==> config.mk <==
export PLATFORM = sky130hd
export DESIGN_NAME = pe_grant_sequencer
export DESIGN_NICKNAME = d
export VERILOG_FILES = /design/src/rtl/pe_pkg.sv /design/src/rtl/prio_enc64.sv /design/src/rtl/pe_grant_sequencer.sv
export SDC_FILE = /design/constraint.sdc
export NUM_CORES = 1
export LEC_CHECK = 0
export BUFFER_PORTS_ARGS = -buffer_cell sky130_fd_sc_hd__buf_4
export CORE_UTILIZATION = 30
export DETAILED_ROUTE_END_ITERATION = 8
export SLEW_MARGIN = 20
export SYNTH_ARGS = -nofsm -noshare
export SYNTH_HDL_FRONTEND = slang
export SYNTH_SLANG_ARGS = --single-unit
export TNS_END_PERCENT = 50
==> constraint.sdc <==
create_clock -name clk -period 23.5 [get_ports clk]
set_input_delay 4.7 -clock clk [delete_from_list [all_inputs] [get_ports clk]]
set_output_delay 4.7 -clock clk [all_outputs]
set_load 0.01 [all_outputs]
==> src/rtl/pe_pkg.sv <==
// pe_pkg: shared constants and FSM state type for the grant sequencer.
//   NUM_REQ    - number of request lines (64 is the only supported value)
//   IDX_W      - grant index width, log2(NUM_REQ)
//   pe_state_t - grant FSM state: IDLE (no offer) / OFFER (grant offered)
package pe_pkg;

    localparam int NUM_REQ = 64;
    localparam int IDX_W   = 6;

    typedef enum logic {
        IDLE  = 1'b0,
        OFFER = 1'b1
    } pe_state_t;

endpackage

==> src/rtl/prio_enc64.sv <==
// prio_enc64: combinational 64-to-6 highest-index priority encoder.
// Ports:
//   vec [63:0] - candidate bits
//   idx [5:0]  - index of the highest set bit in vec (0 when none set)
//   any        - high when at least one bit of vec is set
module prio_enc64 (
    input  logic [pe_pkg::NUM_REQ-1:0] vec,
    output logic [pe_pkg::IDX_W-1:0]   idx,
    output logic                       any
);

    // Ascending scan: the last set bit seen is the highest index, so it wins.
    always_comb begin
        idx = '0;
        any = 1'b0;
        for (int i = 0; i < pe_pkg::NUM_REQ; i++) begin
            if (vec[i]) begin
                idx = pe_pkg::IDX_W'(i);
                any = 1'b1;
            end
        end
    end

endmodule

==> src/rtl/pe_grant_sequencer.sv <==
// pe_grant_sequencer: collects request pulses into a pending vector and
// offers them one at a time, highest eligible index first.
// Ports:
//   clk, rst_n   - clock, synchronous active-low reset
//   req_i        - per-cycle request pulses; bit k sets pending[k]
//   mask_i       - eligibility mask applied to pending
//   en_i         - allows loading a new grant; pending accumulates regardless
//   flush_i      - clears pending and any offered grant on the next edge
//   gnt_valid_o  - grant offer valid
//   gnt_idx_o    - index of the offered request (63 = highest priority)
//   gnt_ready_i  - consumer accept
//   pend_cnt_o   - registered population count of pending (0..64)
//   merge_cnt_o  - saturating count of pulses that hit an already-pending bit
//   dbg_state_o  - current FSM state (0 = IDLE, 1 = OFFER)
//
// Handshake: an offer transfers on a rising edge where gnt_valid_o and
// gnt_ready_i are both high. While gnt_valid_o is high without gnt_ready_i,
// gnt_idx_o is held stable; the offer is only withdrawn by flush_i or reset.
module pe_grant_sequencer #(
    parameter int NUM_REQ = pe_pkg::NUM_REQ,
    parameter int IDX_W   = pe_pkg::IDX_W
) (
    input  logic               clk,
    input  logic               rst_n,
    input  logic [NUM_REQ-1:0] req_i,
    input  logic [NUM_REQ-1:0] mask_i,
    input  logic               en_i,
    input  logic               flush_i,
    output logic               gnt_valid_o,
    output logic [IDX_W-1:0]   gnt_idx_o,
    input  logic               gnt_ready_i,
    output logic [IDX_W:0]     pend_cnt_o,
    output logic [7:0]         merge_cnt_o,
    output logic               dbg_state_o
);

    import pe_pkg::*;

    pe_state_t          state_q, state_d;
    logic [NUM_REQ-1:0] pend_q, pend_d;
    logic [NUM_REQ-1:0] elig, clr_vec, hit_vec;
    logic [IDX_W-1:0]   idx_q, idx_d, sel_idx;
    logic               sel_any, load;
    logic [IDX_W:0]     pend_cnt_q, hit_cnt;
    logic [7:0]         merge_q, merge_d;
    logic [8:0]         merge_sum;

    function automatic logic [IDX_W:0] popcount(input logic [NUM_REQ-1:0] v);
        logic [IDX_W:0] c;
        c = '0;
        for (int i = 0; i < NUM_REQ; i++) begin
            c = c + (IDX_W+1)'(v[i]);
        end
        return c;
    endfunction

    assign elig = pend_q & mask_i;

    prio_enc64 u_prio (
        .vec (elig),
        .idx (sel_idx),
        .any (sel_any)
    );

    always_comb begin
        state_d = state_q;
        idx_d   = idx_q;
        load    = 1'b0;

        case (state_q)
            IDLE: begin
                if (en_i && sel_any) load = 1'b1;
            end
            OFFER: begin
                // Back-to-back: a completed handshake may reload in the same edge.
                if (gnt_ready_i) begin
                    if (en_i && sel_any) load = 1'b1;
                    else                 state_d = IDLE;
                end
            end
            default: state_d = IDLE;
        endcase

        if (load) begin
            state_d = OFFER;
            idx_d   = sel_idx;
        end

        clr_vec = '0;
        if (load) clr_vec[sel_idx] = 1'b1;

        // A new pulse on the bit being granted re-arms it (set wins over clear);
        // only pulses onto bits that remain pending count as merges.
        hit_vec = req_i & pend_q & ~clr_vec;
        pend_d  = (pend_q & ~clr_vec) | req_i;

        hit_cnt   = popcount(hit_vec);
        merge_sum = {1'b0, merge_q} + {2'b00, hit_cnt};
        merge_d   = (merge_sum > 9'd255) ? 8'hFF : merge_sum[7:0];

        // Flush drops everything in flight, including this cycle's pulses.
        if (flush_i) begin
            state_d = IDLE;
            idx_d   = idx_q;
            pend_d  = '0;
            merge_d = merge_q;
        end
    end

    always_ff @(posedge clk) begin
        if (!rst_n) begin
            state_q    <= IDLE;
            idx_q      <= '0;
            pend_q     <= '0;
            pend_cnt_q <= '0;
            merge_q    <= '0;
        end else begin
            state_q    <= state_d;
            idx_q      <= idx_d;
            pend_q     <= pend_d;
            pend_cnt_q <= popcount(pend_d);
            merge_q    <= merge_d;
        end
    end

    assign gnt_valid_o = (state_q == OFFER);
    assign gnt_idx_o   = idx_q;
    assign pend_cnt_o  = pend_cnt_q;
    assign merge_cnt_o = merge_q;
    assign dbg_state_o = state_q;

endmodule

; ---- Yosys cells after proc, flatten, opt, wreduce, memory -nomap -nowiden
; Cells that the tools add are included.
[word_totals]
regBits = 86
latch_bits = 0
ram_bits = 0
romBits = 0
in_bits = 133
out_inout_bits = 23
elab_cells = 286
n_memories = 0
[op_classes]
addsub = 127
n_mul = 0
div = 0
order_cmp = 3
n_eq_ne = 0
shift = 0
mux = 138
bitwise_logic = 9
reduce_logical = 4
[op_table]
columns = op, n
row1 = 7-bit by 1-bit adder with 7-bit output, 114
row2 = 64-bit bitwise AND, 4
row3 = 6-bit two-way mux, 32
row4 = 64-bit two-way mux, 2
row5 = 5-bit two-way mux, 16
row6 = 1-bit two-way mux, 71
row7 = 64-bit inverter, 1
row8 = 64-bit bitwise OR, 1
row9 = 4-bit two-way mux, 8
row10 = 6-bit by 1-bit adder with 7-bit output, 2
row11 = 5-bit by 1-bit adder with 6-bit output, 2
row12 = 3-bit two-way mux, 4
row13 = 4-bit by 1-bit adder with 5-bit output, 2
row14 = 8-bit by 7-bit adder with 9-bit output, 1
row15 = "9-bit by 8-bit > comparator with 1-bit output, second input constant", 1
row16 = 3-bit by 1-bit adder with 4-bit output, 2
row17 = 8-bit two-way mux, 1
row18 = "6-bit by 7-bit less-than comparator with 1-bit output, second input constant", 1
row19 = 2-bit by 1-bit adder with 3-bit output, 2
row20 = 1-bit demux with 6-bit select, 1
row21 = "6-bit by 1-bit >= comparator with 1-bit output, second input constant", 1
row22 = 1-bit by 1-bit adder with 2-bit output, 2
row23 = 2-bit two-way mux, 2
row24 = 1-bit inverter, 3
row25 = 4 further kinds, 5

; ---- Longest topological paths before layout
[depth]
ltp_word = 138
depth_mapped = 33
mapped_depth_nobuf = 32

; ---- Hierarchy
; Synthesis repeated with hierarchy kept, for this count alone.
[unflattened]
cells_unflattened = 1021
hier_area_um2 = 8615.8
[by_module_without_submodules]
columns = module, instances, cells_per_inst, area_per_inst_um2
row1 = pe_grant_sequencer, 1, 878, 7788.7
row2 = prio_enc64, 1, 143, 827.0

; ---- Worst setup path before layout
; No wires, ideal clock.
[synth_timing]
path_type = input port to flip-flop
startpoint = input port mask_i[51]
endpoint = register merge_q[1] (netlist: merge_cnt_o[1])
setup_time_ns = 0.129
arrival_time_ns = 12.682
setup_slack_ns = 10.689
path_stages = 28
path_cell_list = a22oi_1 -> nand4_1 -> or4b_4 -> nor4_4 -> nand2_2 -> o41ai_4 -> nor2_1 -> fa_1 -> inv_1 -> fa_1 -> fa_1 -> fa_1 -> fa_1 -> fa_1 -> fa_1 -> inv_1 -> fa_1 -> fa_1 -> inv_1 -> fa_1 -> nor2b_1 -> o21ai_0 -> a21oi_1 -> o21ai_0 -> a21oi_1 -> xor2_1 -> nor2_1 -> a21oi_1
[synth_via]
elab_chain_cells = 87
elab_cells_between_ends = 105
[synth_lines]
columns = item, line_no
row1 = start: declaration, pe_grant_sequencer.sv:26  ; input logic [NUM_REQ-1:0] mask_i,
row2 = 64-bit bitwise AND (*), pe_grant_sequencer.sv:57  ; assign elig = pend_q & mask_i;
row3 = 6-bit two-way mux or 1-bit two-way mux (tied branches) (13 in series), prio_enc64.sv:17  ; if (vec[i]) begin
row4 = "6-bit by 7-bit less-than comparator with 1-bit output (not written as such), or another cell as far along", pe_grant_sequencer.sv:90  ; if (load) clr_vec[sel_idx] = 1'b1;
row5 = 1-bit logical AND (not written as such) or 1-bit two-way mux (tied branches), "pe_grant_sequencer.sv:90, pe_grant_sequencer.sv:72, pe_grant_sequencer.sv:77"
row6 = 1-bit two-way mux (on tied branches), "pe_grant_sequencer.sv:90, pe_grant_sequencer.sv:76"
row7 = 1-bit demux with 6-bit select or 1-bit one-hot mux with 2 select lines (tied branches), "pe_grant_sequencer.sv:90, pe_grant_sequencer.sv:70"
row8 = 64-bit two-way mux (*), pe_grant_sequencer.sv:90
row9 = 64-bit inverter (*), pe_grant_sequencer.sv:94  ; hit_vec = req_i & pend_q & ~clr_vec;
row10 = (+4 left out), --
row11 = 4-bit by 1-bit adder with 5-bit output, pe_grant_sequencer.sv:52  ; c = c + (IDX_W+1)'(v[i]);
row12 = 5-bit by 1-bit adder with 6-bit output, pe_grant_sequencer.sv:52
row13 = 6-bit by 1-bit adder with 7-bit output, pe_grant_sequencer.sv:52
row14 = 7-bit by 1-bit adder with 7-bit output (56 in series), pe_grant_sequencer.sv:52
row15 = 7-bit by 1-bit adder with 7-bit output (*), pe_grant_sequencer.sv:52
row16 = 8-bit by 7-bit adder with 9-bit output (*), pe_grant_sequencer.sv:98  ; merge_sum = {1'b0, merge_q} + {2'b00, hit_cnt};
row17 = 9-bit by 8-bit > comparator with 1-bit output, pe_grant_sequencer.sv:99  ; merge_d = (merge_sum > 9'd255) ? 8'hFF : merge_sum[7:0];
row18 = 8-bit two-way mux (*), pe_grant_sequencer.sv:99
row19 = end signal: assignment, pe_grant_sequencer.sv:122  ; merge_q <= merge_d;
row20 = end: declaration, pe_grant_sequencer.sv:45  ; logic [7:0] merge_q, merge_d;
; Mark *: on every way between the ends. The rest lies on a longest branch, timed or not.
; A chain may end at the register's enable or synchronous reset.

; ---- Final worst setup path
[layout_timing]
startpoint = input port mask_i[3]
endpoint = register merge_q[1] (netlist: merge_cnt_o[1])
[layout_via]
elab_chain_cells = 135
elab_cells_between_ends = 201
[layout_lines]
columns = item, line_no
row1 = 64-bit bitwise AND (*), pe_grant_sequencer.sv:57
row2 = 2-bit two-way mux or 1-bit two-way mux (tied branches), prio_enc64.sv:17
row3 = 3-bit two-way mux or 1-bit two-way mux (tied branches) (4 in series), prio_enc64.sv:17
row4 = 4-bit two-way mux or 1-bit two-way mux (tied branches) (8 in series), prio_enc64.sv:17
row5 = 5-bit two-way mux or 1-bit two-way mux (tied branches) (16 in series), prio_enc64.sv:17
row6 = 6-bit two-way mux or 1-bit two-way mux (tied branches) (32 in series), prio_enc64.sv:17
row7 = "6-bit by 7-bit less-than comparator with 1-bit output (not written as such), or another cell as far along", pe_grant_sequencer.sv:90
row8 = 1-bit logical AND (not written as such) or 1-bit two-way mux (tied branches), "pe_grant_sequencer.sv:90, pe_grant_sequencer.sv:72, pe_grant_sequencer.sv:77"
row9 = (+8 left out), --
row10 = 4-bit by 1-bit adder with 5-bit output, pe_grant_sequencer.sv:52
row11 = 5-bit by 1-bit adder with 6-bit output, pe_grant_sequencer.sv:52
row12 = 6-bit by 1-bit adder with 7-bit output, pe_grant_sequencer.sv:52
row13 = 7-bit by 1-bit adder with 7-bit output (56 in series), pe_grant_sequencer.sv:52
row14 = 7-bit by 1-bit adder with 7-bit output (*), pe_grant_sequencer.sv:52
row15 = 8-bit by 7-bit adder with 9-bit output (*), pe_grant_sequencer.sv:98
row16 = 9-bit by 8-bit > comparator with 1-bit output, pe_grant_sequencer.sv:99
row17 = 8-bit two-way mux (*), pe_grant_sequencer.sv:99
; Marked as above.

==> impl_metrics.csv <==
group,metric,value,unit
flow_run,max-cap-violations,0,
detailed_routing,vias,8467,
power,vdd_drop_max,0.000232,V
synth,ys_top_cells_by_area,"fa_1 25%, dfxtp_1 19%, ha_1 5.7%, inv_1 5.0%, nor2_1 5.0%",
synth,synthTopCellsByCount,"119 x inv_1, 118 x nor2_1, 110 x fa_1, 86 x dfxtp_1, 70 x nand2_1",
layout,drive_gt1_frac,0.179,
clock_tree,clk_path_buf_depth,2,
synth,syn_nets,1301,
detailed_routing,post_drt_wl_per_cell,22.3,um
timing,finClkSkew,15.4,ps
layout,nNetsFinal,1438,
setup_path,cpMostUsedCell,"fa_1",
floorplanning,die_h,175,um
layout,syn2layout_area_growth,21.3,%
power,swShare,0.466,
grt,antenna_found_initial,0,
floorplanning,initial_utilization,0.308,
floorplanning,core_area,0.0290,mm^2
synth,synth_edf_count,0,
timing,rsz0062_at_grt,"false",
clock_tree,path_clk_slew,70,ps
synth,ys_seq_elements,86,
synth,yosysTopAreaCellShare,0.246,
setup_path,start_kind,"input pin",
clock_tree,cts_resized,0,
synth,synth_compound_area_frac,0.261,
detailed_routing,drt_iter0_markers,666,
synth,yosys.area.top_type,"fa_1",
hold_path,hold_class,"reg -> reg",
synth,yosysUniqueCellTypes,71,
setup_path,path_buf_inv,7,
setup_path,reg2reg_from,"pend_q[2]$_SDFF_PN0_",
clock_tree,root_buffer,"clkbuf_16",
synth,synth_mux_area_frac,0.00112,
detailed_routing,detail-route-antenna-nets,0,
timing,finalCritPeriodShare,0.597,
clock_tree,htreeDepth,3,
grt,grt_max_degree,63,
setup_path,crit_fanout,15,
synth,ys.flop_type,"dfxtp_1",
setup_path,endpoint_kind,"register",
synth,synth_xor_area_frac,0.00882,
setup_path,arrival,14270,ps
setup_path,critPathMaxStageDelay,610,ps
layout,diodes,0,
place,hpwl,28700,um
timing,fin_crit,14040,ps
timing,report.final.hold_viol_count,0,
detailed_routing,firstDrtPassIters,5,
place,port_buffers,155,
synth,yosysSeqAreaShare,0.193,
clock_tree,cts_tree,"done",
synth,ys_warn_count,0,
setup_path,reg2reg_to,"merge_cnt_o[1]$_SDFFE_PN0N_",
power,power_density,127,mW/mm^2
setup_path,crit_family,"adder cells",
setup_path,reg2reg_slack,13520,ps
floorplanning,io_pins,156,
place,gp_congestion,0.962,
power,pwr-share-comb,0.742,
setup_path,reg2reg_depth,32,
clock_tree,cts_hold_buf,0,
power,pwr-share-clk,0.126,
synth,synthesis.area,0.00894,mm^2
timing,worst_slew_pin_slew,993,ps
hold_path,holdPathEnd,"gnt_idx_o[5]$_SDFFE_PN0P_",
timing,fmax,0.0712,GHz
clock_tree,insertion_delay,360,ps
power,power,1.38,mW
synth,synth_top_family_by_area,"adder cells",
grt,grt_pass1_vias,8418,
synth,async_flop_share,0,
synth,syn_inst,1017,
synth,synthAdderAreaFrac,0.304,
hold_path,hold-path-cell-count,2,
power,p_leak,4.80,nW
timing,finalSetupViolCount,0,
timing,final.setup.tns,0,ps
synth,post-synth-top-count-cell,"inv_1",
floorplanning,rows,62,
detailed_routing,routed_wirelength,34400,um
detailed_routing,viasPerCell,5.49,
synth,yosys.area_share.simple,0.164,
clock_tree,cts_inserted_buffers,9,
clock_tree,post-cts-setup-buffers,0,
timing,drv_slew,0,
grt,grt_use_total,0.229,
setup_path,required,23740,ps
power,p_seq_frac,0.133,
floorplanning,die_area,0.0305,mm^2
power,p_sw,643,uW
status,status,"finished, final reports clean",
power,internal-power,738,uW
timing,slew_headroom,0.338,
clock_tree,clock-sinks,86,
detailed_routing,drc,0,
setup_path,worst_path_max_delay_cell,"o311ai_0",
grt,grt-ovfl-total,0,
synth,avgSynthCellArea,8.79,um^2
grt,grt_pass1_wl,51600,um
setup_path,crit_type,"in -> reg",
hold_path,min_from,"gnt_idx_o[5]$_SDFFE_PN0P_",
floorplanning,die_x,175,um
==> worst min-delay path, stage by stage (launching register included) <==
cell,delay (ps)
dfxtp_1,330
mux2i_1,70
nor2_1,70
==> cells in the final DEF (no fill, tap or decap), drive strengths merged, types with 4 or more instances in the layout <==
master  count
xor2        7
o21ai      33
a211oi     50
o41ai       8
o211a       6
o21a        9
o31a       14
a21o        9
o311a       6
clkbuf     11
a311oi      4
or3         6
nor2      118
a32o        8
o41a        7
o311ai      7
nand4       7
fa        110
nor3       36
a21oi      48
nand2b     11
and2       10
nand3      16
inv       120
a22o       12
o211ai     26
a22oi      22
or2         9
ha         41
nor4       12
nand2      71
dfxtp      86
buf       165
o31ai      10
nor2b       4
==> state kept, by name (all words and copies together) (netlist names) <==
register     cells
dbg_state_o      1
pend_cnt_o       7
merge_cnt_o      8
gnt_idx_o        6
pend_q          64
==> how the worst max path moves through the flow <==
stage,startpoint,endpoint,cells past startpoint,slack [ps]
6_report,mask_i[3],merge_cnt_o[1]$_SDFFE_PN0N_,33,9460
2_1_floorplan,mask_i[51],merge_cnt_o[1]$_SDFFE_PN0N_,28,10690
3_5_place_dp,mask_i[3],merge_cnt_o[1]$_SDFFE_PN0N_,33,9130
5_1_grt,mask_i[3],merge_cnt_o[7]$_SDFFE_PN0N_,33,8760
3_3_place_gp,mask_i[11],merge_cnt_o[1]$_SDFFE_PN0N_,32,9340
4_1_cts,mask_i[3],merge_cnt_o[1]$_SDFFE_PN0N_,33,9450
==> logic make-up (layout without fill, tap and decap cells) <==
group	Yosys count	count (layout)
buffers and inverters	158	300
AOI/OAI and AO/OA	301	301
DFF	86	86
adders and majority gates	151	151
xor gates and xnor gates	9	9
muxes	1	1
and+or+nand+nor	311	311
==> cell type report <==
cell class                 count  area (um^2)
fill                        3018        18200
multi-input combinational    773         6610
sequential                    86         1720
timing repair buffer         165         1240
tap                          384          480
inverter                     119          447
clock buffer                  11          243
clock inverter                 5          104
==> through the flow <==
step	instances	hold WS [ps]	worst slack (ps)	area, um^2	utilization
2_1_floorplan	1017	472	10690	8940	-
3_3_place_gp	1527	485	9340	10500	0.362
3_5_place_dp	1527	489	9130	10500	0.362
4_1_cts	1543	510	9450	10800	0.374
5_1_grt	1543	540	8760	10800	0.374
6_report	1543	506	9460	10800	0.374
==> metal layers <==
layer | share of wire | vias up | wire length (um) | global-route usage
met2 | 0.44 | 372 | 15300 | 0.351
met5 | 0 | - | 0 | 0
met4 | 0.028 | 0 | 951 | 0.0754
li1 | - | 3920 | - | -
met1 | 0.44 | 4130 | 15100 | 0.311
met3 | 0.088 | 45 | 3020 | 0.0607
==> power groups by stage <==
stage / Sequential (mW) / Combinational (mW) / Clock (mW)
final: 0.183 / 1.02 / 0.174
after global routing: 0.184 / 1.19 / 0.180
after CTS: 0.182 / 1.04 / 0.174
after detailed placement: 0.185 / 1.02 / 0
after global placement: 0.186 / 1.03 / 0
after floorplan: 0.183 / 0.778 / 0
(Power assumes the default switching activity.)
